===== src/rtl/noc_req_arbiter.sv =====
// Round-robin arbiter feeding a one-entry NoC request slot. It tracks one
// outstanding request per requester, routes acks back and owns the memory lock.
module noc_req_arbiter #(
  parameter int N_REQ    = 4,
  parameter int ADDR_W   = 10,
  parameter int OPCODE_W = 2,
  parameter int WIDTH_W  = 3,
  parameter int SRC_ID_W = 4,
  parameter int SRC_BASE = 0
) (
  input  logic                      clk,
  input  logic                      rst_n,
  input  logic [N_REQ-1:0]          req_valid,
  input  logic [N_REQ*ADDR_W-1:0]   req_addr,
  input  logic [N_REQ*WIDTH_W-1:0]  req_width,
  input  logic [N_REQ*OPCODE_W-1:0] req_opcode,
  input  logic [N_REQ-1:0]          req_is_mem,
  input  logic [N_REQ-1:0]          mem_release,
  input  logic                      ser_busy,
  output logic [N_REQ-1:0]          arb_won,
  output logic [N_REQ-1:0]          mem_ready,
  output logic                      out_valid,
  input  logic                      out_ready,
  output logic [ADDR_W-1:0]         out_addr,
  output logic [WIDTH_W-1:0]        out_width,
  output logic [OPCODE_W-1:0]       out_opcode,
  output logic                      out_is_mem,
  output logic [SRC_ID_W-1:0]       out_source_id,
  input  logic                      ack_valid,
  input  logic [SRC_ID_W-1:0]       ack_src_id,
  output logic [N_REQ-1:0]          ack
);
  localparam int IDX_W = $clog2(N_REQ);

  logic                out_valid_q;
  logic [ADDR_W-1:0]   out_addr_q;
  logic [WIDTH_W-1:0]  out_width_q;
  logic [OPCODE_W-1:0] out_opcode_q;
  logic                out_is_mem_q;
  logic [SRC_ID_W-1:0] out_src_q;
  logic [N_REQ-1:0]    arb_won_q, won_d;
  logic [N_REQ-1:0]    ack_q, ack_d;
  logic [N_REQ-1:0]    pending_q, pending_d;
  logic                mem_locked_q, mem_locked_d;
  logic [IDX_W-1:0]    mem_owner_q, mem_owner_d;
  logic [IDX_W-1:0]    rr_ptr_q;

  logic [N_REQ-1:0]    mem_ready_c;
  logic [N_REQ-1:0]    eligible;
  logic                found;
  logic                grant;
  logic                lock_set;
  logic                rel_hit;
  logic [IDX_W-1:0]    win;

  function automatic logic [IDX_W-1:0] rr_idx(input logic [IDX_W-1:0] base, input int ofs);
    return IDX_W'((int'(base) + ofs) % N_REQ);
  endfunction

  always_comb begin
    mem_ready_c = '0;
    eligible    = '0;
    ack_d       = '0;
    for (int i = 0; i < N_REQ; i++) begin
      mem_ready_c[i] = !mem_locked_q || (mem_owner_q == IDX_W'(i));
      eligible[i]    = req_valid[i] && !pending_q[i] && !ser_busy &&
                       (!req_is_mem[i] || mem_ready_c[i]);
      ack_d[i]       = ack_valid && (ack_src_id == SRC_ID_W'(SRC_BASE + i));
    end
  end

  // First eligible requester at or after the round-robin pointer wins.
  always_comb begin
    found = 1'b0;
    win   = '0;
    for (int k = 0; k < N_REQ; k++) begin
      if (!found && eligible[rr_idx(rr_ptr_q, k)]) begin
        found = 1'b1;
        win   = rr_idx(rr_ptr_q, k);
      end
    end
  end

  assign grant = found && (!out_valid_q || out_ready);

  // A release from the owner, including one that just took the lock this edge, wins.
  always_comb begin
    won_d     = '0;
    pending_d = pending_q & ~ack_d;
    rel_hit   = 1'b0;
    if (grant) begin
      won_d[win]     = 1'b1;
      pending_d[win] = 1'b1;
    end
    lock_set = grant && req_is_mem[win] && !mem_locked_q;
    for (int i = 0; i < N_REQ; i++) begin
      if (mem_release[i] &&
          ((mem_locked_q && (mem_owner_q == IDX_W'(i))) || (lock_set && (win == IDX_W'(i)))))
        rel_hit = 1'b1;
    end
    mem_locked_d = (mem_locked_q || lock_set) && !rel_hit;
    mem_owner_d  = lock_set ? win : mem_owner_q;
  end

  always_ff @(posedge clk or negedge rst_n) begin
    if (!rst_n) begin
      out_valid_q  <= 1'b0;
      out_addr_q   <= '0;
      out_width_q  <= '0;
      out_opcode_q <= '0;
      out_is_mem_q <= 1'b0;
      out_src_q    <= '0;
      arb_won_q    <= '0;
      ack_q        <= '0;
      pending_q    <= '0;
      mem_locked_q <= 1'b0;
      mem_owner_q  <= '0;
      rr_ptr_q     <= '0;
    end else begin
      arb_won_q    <= won_d;
      ack_q        <= ack_d;
      pending_q    <= pending_d;
      mem_locked_q <= mem_locked_d;
      mem_owner_q  <= mem_owner_d;
      if (grant) begin
        out_valid_q  <= 1'b1;
        out_addr_q   <= req_addr[win*ADDR_W +: ADDR_W];
        out_width_q  <= req_width[win*WIDTH_W +: WIDTH_W];
        out_opcode_q <= req_opcode[win*OPCODE_W +: OPCODE_W];
        out_is_mem_q <= req_is_mem[win];
        out_src_q    <= SRC_ID_W'(SRC_BASE + int'(win));
        rr_ptr_q     <= rr_idx(win, 1);
      end else if (out_ready) begin
        out_valid_q <= 1'b0;
      end
    end
  end

  assign arb_won       = arb_won_q;
  assign ack           = ack_q;
  assign mem_ready     = mem_ready_c;
  assign out_valid     = out_valid_q;
  assign out_addr      = out_addr_q;
  assign out_width     = out_width_q;
  assign out_opcode    = out_opcode_q;
  assign out_is_mem    = out_is_mem_q;
  assign out_source_id = out_src_q;

endmodule


===== config.mk =====
export PLATFORM = sky130hd
export DESIGN_NAME = noc_req_arbiter
export DESIGN_NICKNAME = d
export VERILOG_FILES = /design/src/rtl/noc_req_arbiter.sv
export SDC_FILE = /design/constraint.sdc
export NUM_CORES = 1
export LEC_CHECK = 0
export ABC_AREA = 0
export CAP_MARGIN = 20
export CELL_PAD_IN_SITES_DETAIL_PLACEMENT = 2
export CELL_PAD_IN_SITES_GLOBAL_PLACEMENT = 2
export CORE_AREA = 3 3 101 103
export DETAILED_ROUTE_END_ITERATION = 8
export DIE_AREA = 0 0 104 106
export PLACE_DENSITY_LB_ADDON = 0.1
export SLEW_MARGIN = 20
export SYNTH_ARGS = -nofsm -noshare
export SYNTH_HDL_FRONTEND = slang
export SYNTH_SLANG_ARGS = --single-unit

===== constraint.sdc =====
create_clock -name clk -period 3.39 [get_ports clk]
set_clock_uncertainty 0.05 [all_clocks]
set_input_delay 1.017 -clock clk [delete_from_list [all_inputs] [get_ports clk]]
set_output_delay 1.017 -clock clk [all_outputs]
set_load 0.05 [all_outputs]

==> impl_metrics.toml <==
[grt]
antenna_found_initial = 0
overflow = 0
grt_pass1_vias = 2216
grt_util_all_layers = 0.135
grt_max_degree = 37
grt_pass1_wl_um = 11800

[floorplan]
coreArea_mm2 = 0.00928
io_pins = 114
dieArea_mm2 = 0.0110
die_h_um = 106
initial_utilization = 0.229
num_rows = 35
die_w_um = 104

[yosys]
synthTopCellsByArea = "dfrtp_1 (42%), mux4_2 (17%), mux2_4 (4.9%), mux2_2 (4.8%), nand2_1 (2.7%)"
synthAdderAreaFrac = 0.0236
yosys_warnings = 0
synth_mux_area_frac = 0.282
synth_edf_count = 0
synth-main-ff-cell = "dfrtp_1"
synth-xor-area-share = 0
seq_area_frac_synth = 0.424
synthArstFlopShare = 1.00
syn_inst = 170
synth_top_area_share = 0.424
yosysTopAreaCell = "dfrtp_1"
avgSynthCellArea_um2 = 12.5
syn_area_mm2 = 0.00212
yosysUniqueCellTypes = 44
synth_top_family_by_area = "multiplexers"
synth_compound_area_frac = 0.121
synth_simple_gate_area_share = 0.106
ys_ff_latch = 36

[setup_path]
r2r-start = "mem_owner_q[0]"
path_delay_family = "multiplexers"
critPathRequiredTime_ps = 3500
path_class = "in2reg"
cp.arrival_ps = 3370
critPathSlowestCell = "mux4_2"
max_stage_delay_ps = 500
ff2ff_path_depth = 8
cp-start-kind = "input pin"
crit_fanout = 3
cp_cell_sequence = "clkdlybuf4s50_1 > o211ai_1 > nand3_1 > o311ai_2 > a211oi_4 > inv_6 > mux4_2 > nand2_1 > mux2_1"
r2r-end = "mem_owner_q[1]"
worst-path-buf-inv = 2
crit_path_end_kind = "register"
reg2reg_setup_slack_ps = 630

[timing]
worstMarginPinSlew_ps = 851
slew-limit-headroom = 0.433
setup_ws_ps = 134
timing.fmax_mhz = 307
drv_slew = 0
setup_viol = 0
rsz0062_at_grt = "false"
period_minus_slack_ps = 3260
holdWs_ps = 426
fin_crit_sh = 0.961
hold_viol = 0

[place]
port_buffers = 111
pre_cts_ws_ps = -233
hpwl_um = 5710
gp_congestion = 0.817

[worst_hold_path]
hold_start = "pending_q[2]"
hp-class = "reg2reg"
hold_path_depth = 1
hold_end = "pending_q[2]"

[clock_network]
cts.reportedPaths.clkPinSlew_ps = 70
cts_htree_levels = 2
cts_tree = "done"
cts_hold_buf = 0
cts_buffers = 5
cts_setup_buffers = 0
postCtsResizedCells = 0
clk_latency_ps = 290
clock_path_buffers = 2
clockRootBuffer = "clkbuf_8"
cts.sinks = 36

[pwr]
leakagePower_nw = 1.49
combPwrFrac = 0.638
p_seq_frac = 0.249
peakVddDrop_mv = 0.317
sw_frac_of_total = 0.452
internal-power_mw = 1.57
clkPwrFrac = 0.112
power.switching_mw = 1.30
power_density_mw_per_mm2 = 788

[layout]
drive_above_1_share = 0.223
fin_nets = 385
antennaDiodeCount = 0
syn2layout_area_growth_pct = 71.3
fill_cells = 993

[routing]
vias = 1908
routed_wirelength_um = 7240
drc_errors = 0
wl_per_cell_um = 16.8
viasPerCell = 4.44
drt_iter0_drc = 22
dr.pass1.iters = 4
ant_nets = 0

[job]
cap_violations = 0

[run_status]
status = "finished clean"
## cells in the mapped netlist, types with 2 or more instances
cell type,count
nand3_1,3
and2_1,5
mux4_2,16
mux2_4,7
mux2i_1,2
nor3_1,3
dfrtp_1,36
mux2_2,9
ha_1,4
nor2_1,4
o21ai_0,6
a21oi_1,5
nand2b_1,6
a21o_1,2
o21ai_1,2
nor2b_1,3
nand2_1,15
o31ai_1,2
o211ai_1,4
inv_1,6
clkbuf_1,5
o21bai_1,2
buf_4,2
## how the worst max path moves through the flow
stage	from	endpoint	slack, ps	cells past startpoint
finish	req_is_mem[0]	mem_owner_q[1]	130	9
global route	req_is_mem[0]	mem_owner_q[1]	5	9
CTS	req_is_mem[0]	out_opcode[0]	70	9
detailed placement	req_is_mem[0]	out_addr[1]	-230	9
global placement	req_valid[2]	out_width[0]	-140	10
floorplan	req_is_mem[0]	mem_owner_q[1]	310	8
## through the flow
step | total power, mW | instances | util | area, µm² | TNS (ps)
2_1_floorplan | 1.87 | 171 | - | 2130 | 0
3_3_place_gp | 2.55 | 422 | 0.380 | 3520 | -2120
3_5_place_dp | 2.56 | 422 | 0.380 | 3520 | -3880
4_1_cts | 2.91 | 430 | 0.389 | 3610 | 0
5_1_grt | 3.06 | 430 | 0.392 | 3640 | 0
6_report | 2.87 | 430 | 0.392 | 3640 | 0
## metal layers
metal	GRT usage	share of wire	vias up
met5	0	0	-
met4	0.0370	0.015	0
met3	0.0455	0.068	10
met2	0.232	0.52	66
met1	0.161	0.40	946
li1	-	-	886
## kinds of logic (layout without fill, tap and decap cells)
kind of cell,count (synthesis),in the layout
adders and majority gates,4,4
and+or+nand+nor,44,44
buffers and inverters,16,146
other,1,2
DFF,36,36
AOI/OAI and AO/OA,34,34
muxes,35,35
## worst reg2reg max path, cell delays in order, from the launching register on
cell,delay [ps]
dfrtp_1,470
a21boi_1,430
a21oi_2,160
o311ai_2,360
a211oi_4,140
inv_6,90
mux4_2,500
nand2_1,120
mux2_1,320
## layout by cell type, fill, tap and decap left out, drive strengths merged, types with 2 or more instances in the layout
cell / synthesis / layout
clkdlybuf4s50: 0 / 110
dfrtp: 36 / 36
buf: 4 / 21
mux2: 17 / 17
mux4: 16 / 16
nand2: 15 / 15
o21ai: 8 / 8
clkbuf: 5 / 8
inv: 7 / 7
nand2b: 6 / 6
a21oi: 6 / 6
and2: 5 / 5
o211ai: 4 / 4
nor2: 4 / 4
ha: 4 / 4
nor2b: 3 / 3
nand3: 3 / 3
nor3: 3 / 3
o31ai: 2 / 2
a21o: 2 / 2
o21bai: 2 / 2
mux2i: 2 / 2
conb: 1 / 2
a211oi: 2 / 2
## final cells by class
| class | count | area (µm²) | share of cell area |
|---|---|---|---|
| sequential | 36 | 901 | 0.248 |
| clock buffer | 8 | 90.1 | 0.0248 |
| tap | 129 | 161 | 0.0443 |
| multi-input combinational | 119 | 1170 | 0.323 |
| inverter | 7 | 31.3 | 0.00859 |
| timing repair buffer | 131 | 1280 | 0.352 |
## sequential cells by signal, indices dropped and copies added (netlist names)
| signal | cells |
|---|---|
| out_opcode | 2 |
| out_addr | 10 |
| mem_locked_q | 1 |
| pending_q | 4 |
| arb_won | 4 |
| out_valid | 1 |
| out_source_id | 2 |
| ack | 4 |
| mem_owner_q | 2 |
| rr_ptr_q | 2 |
| out_is_mem | 1 |
| out_width | 3 |
## power by group through the flow
| stage | clock network, mW | registers, mW | logic, mW |
|---|---|---|---|
| 6_report | 0.322 | 0.715 | 1.83 |
| 5_1_grt | 0.365 | 0.742 | 1.96 |
| 4_1_cts | 0.342 | 0.718 | 1.85 |
| 3_5_place_dp | 0 | 0.720 | 1.84 |
| 3_3_place_gp | 0 | 0.719 | 1.83 |
| 2_1_floorplan | 0 | 1.13 | 0.744 |
No activity file was read; power rests on OpenSTA's default activity.
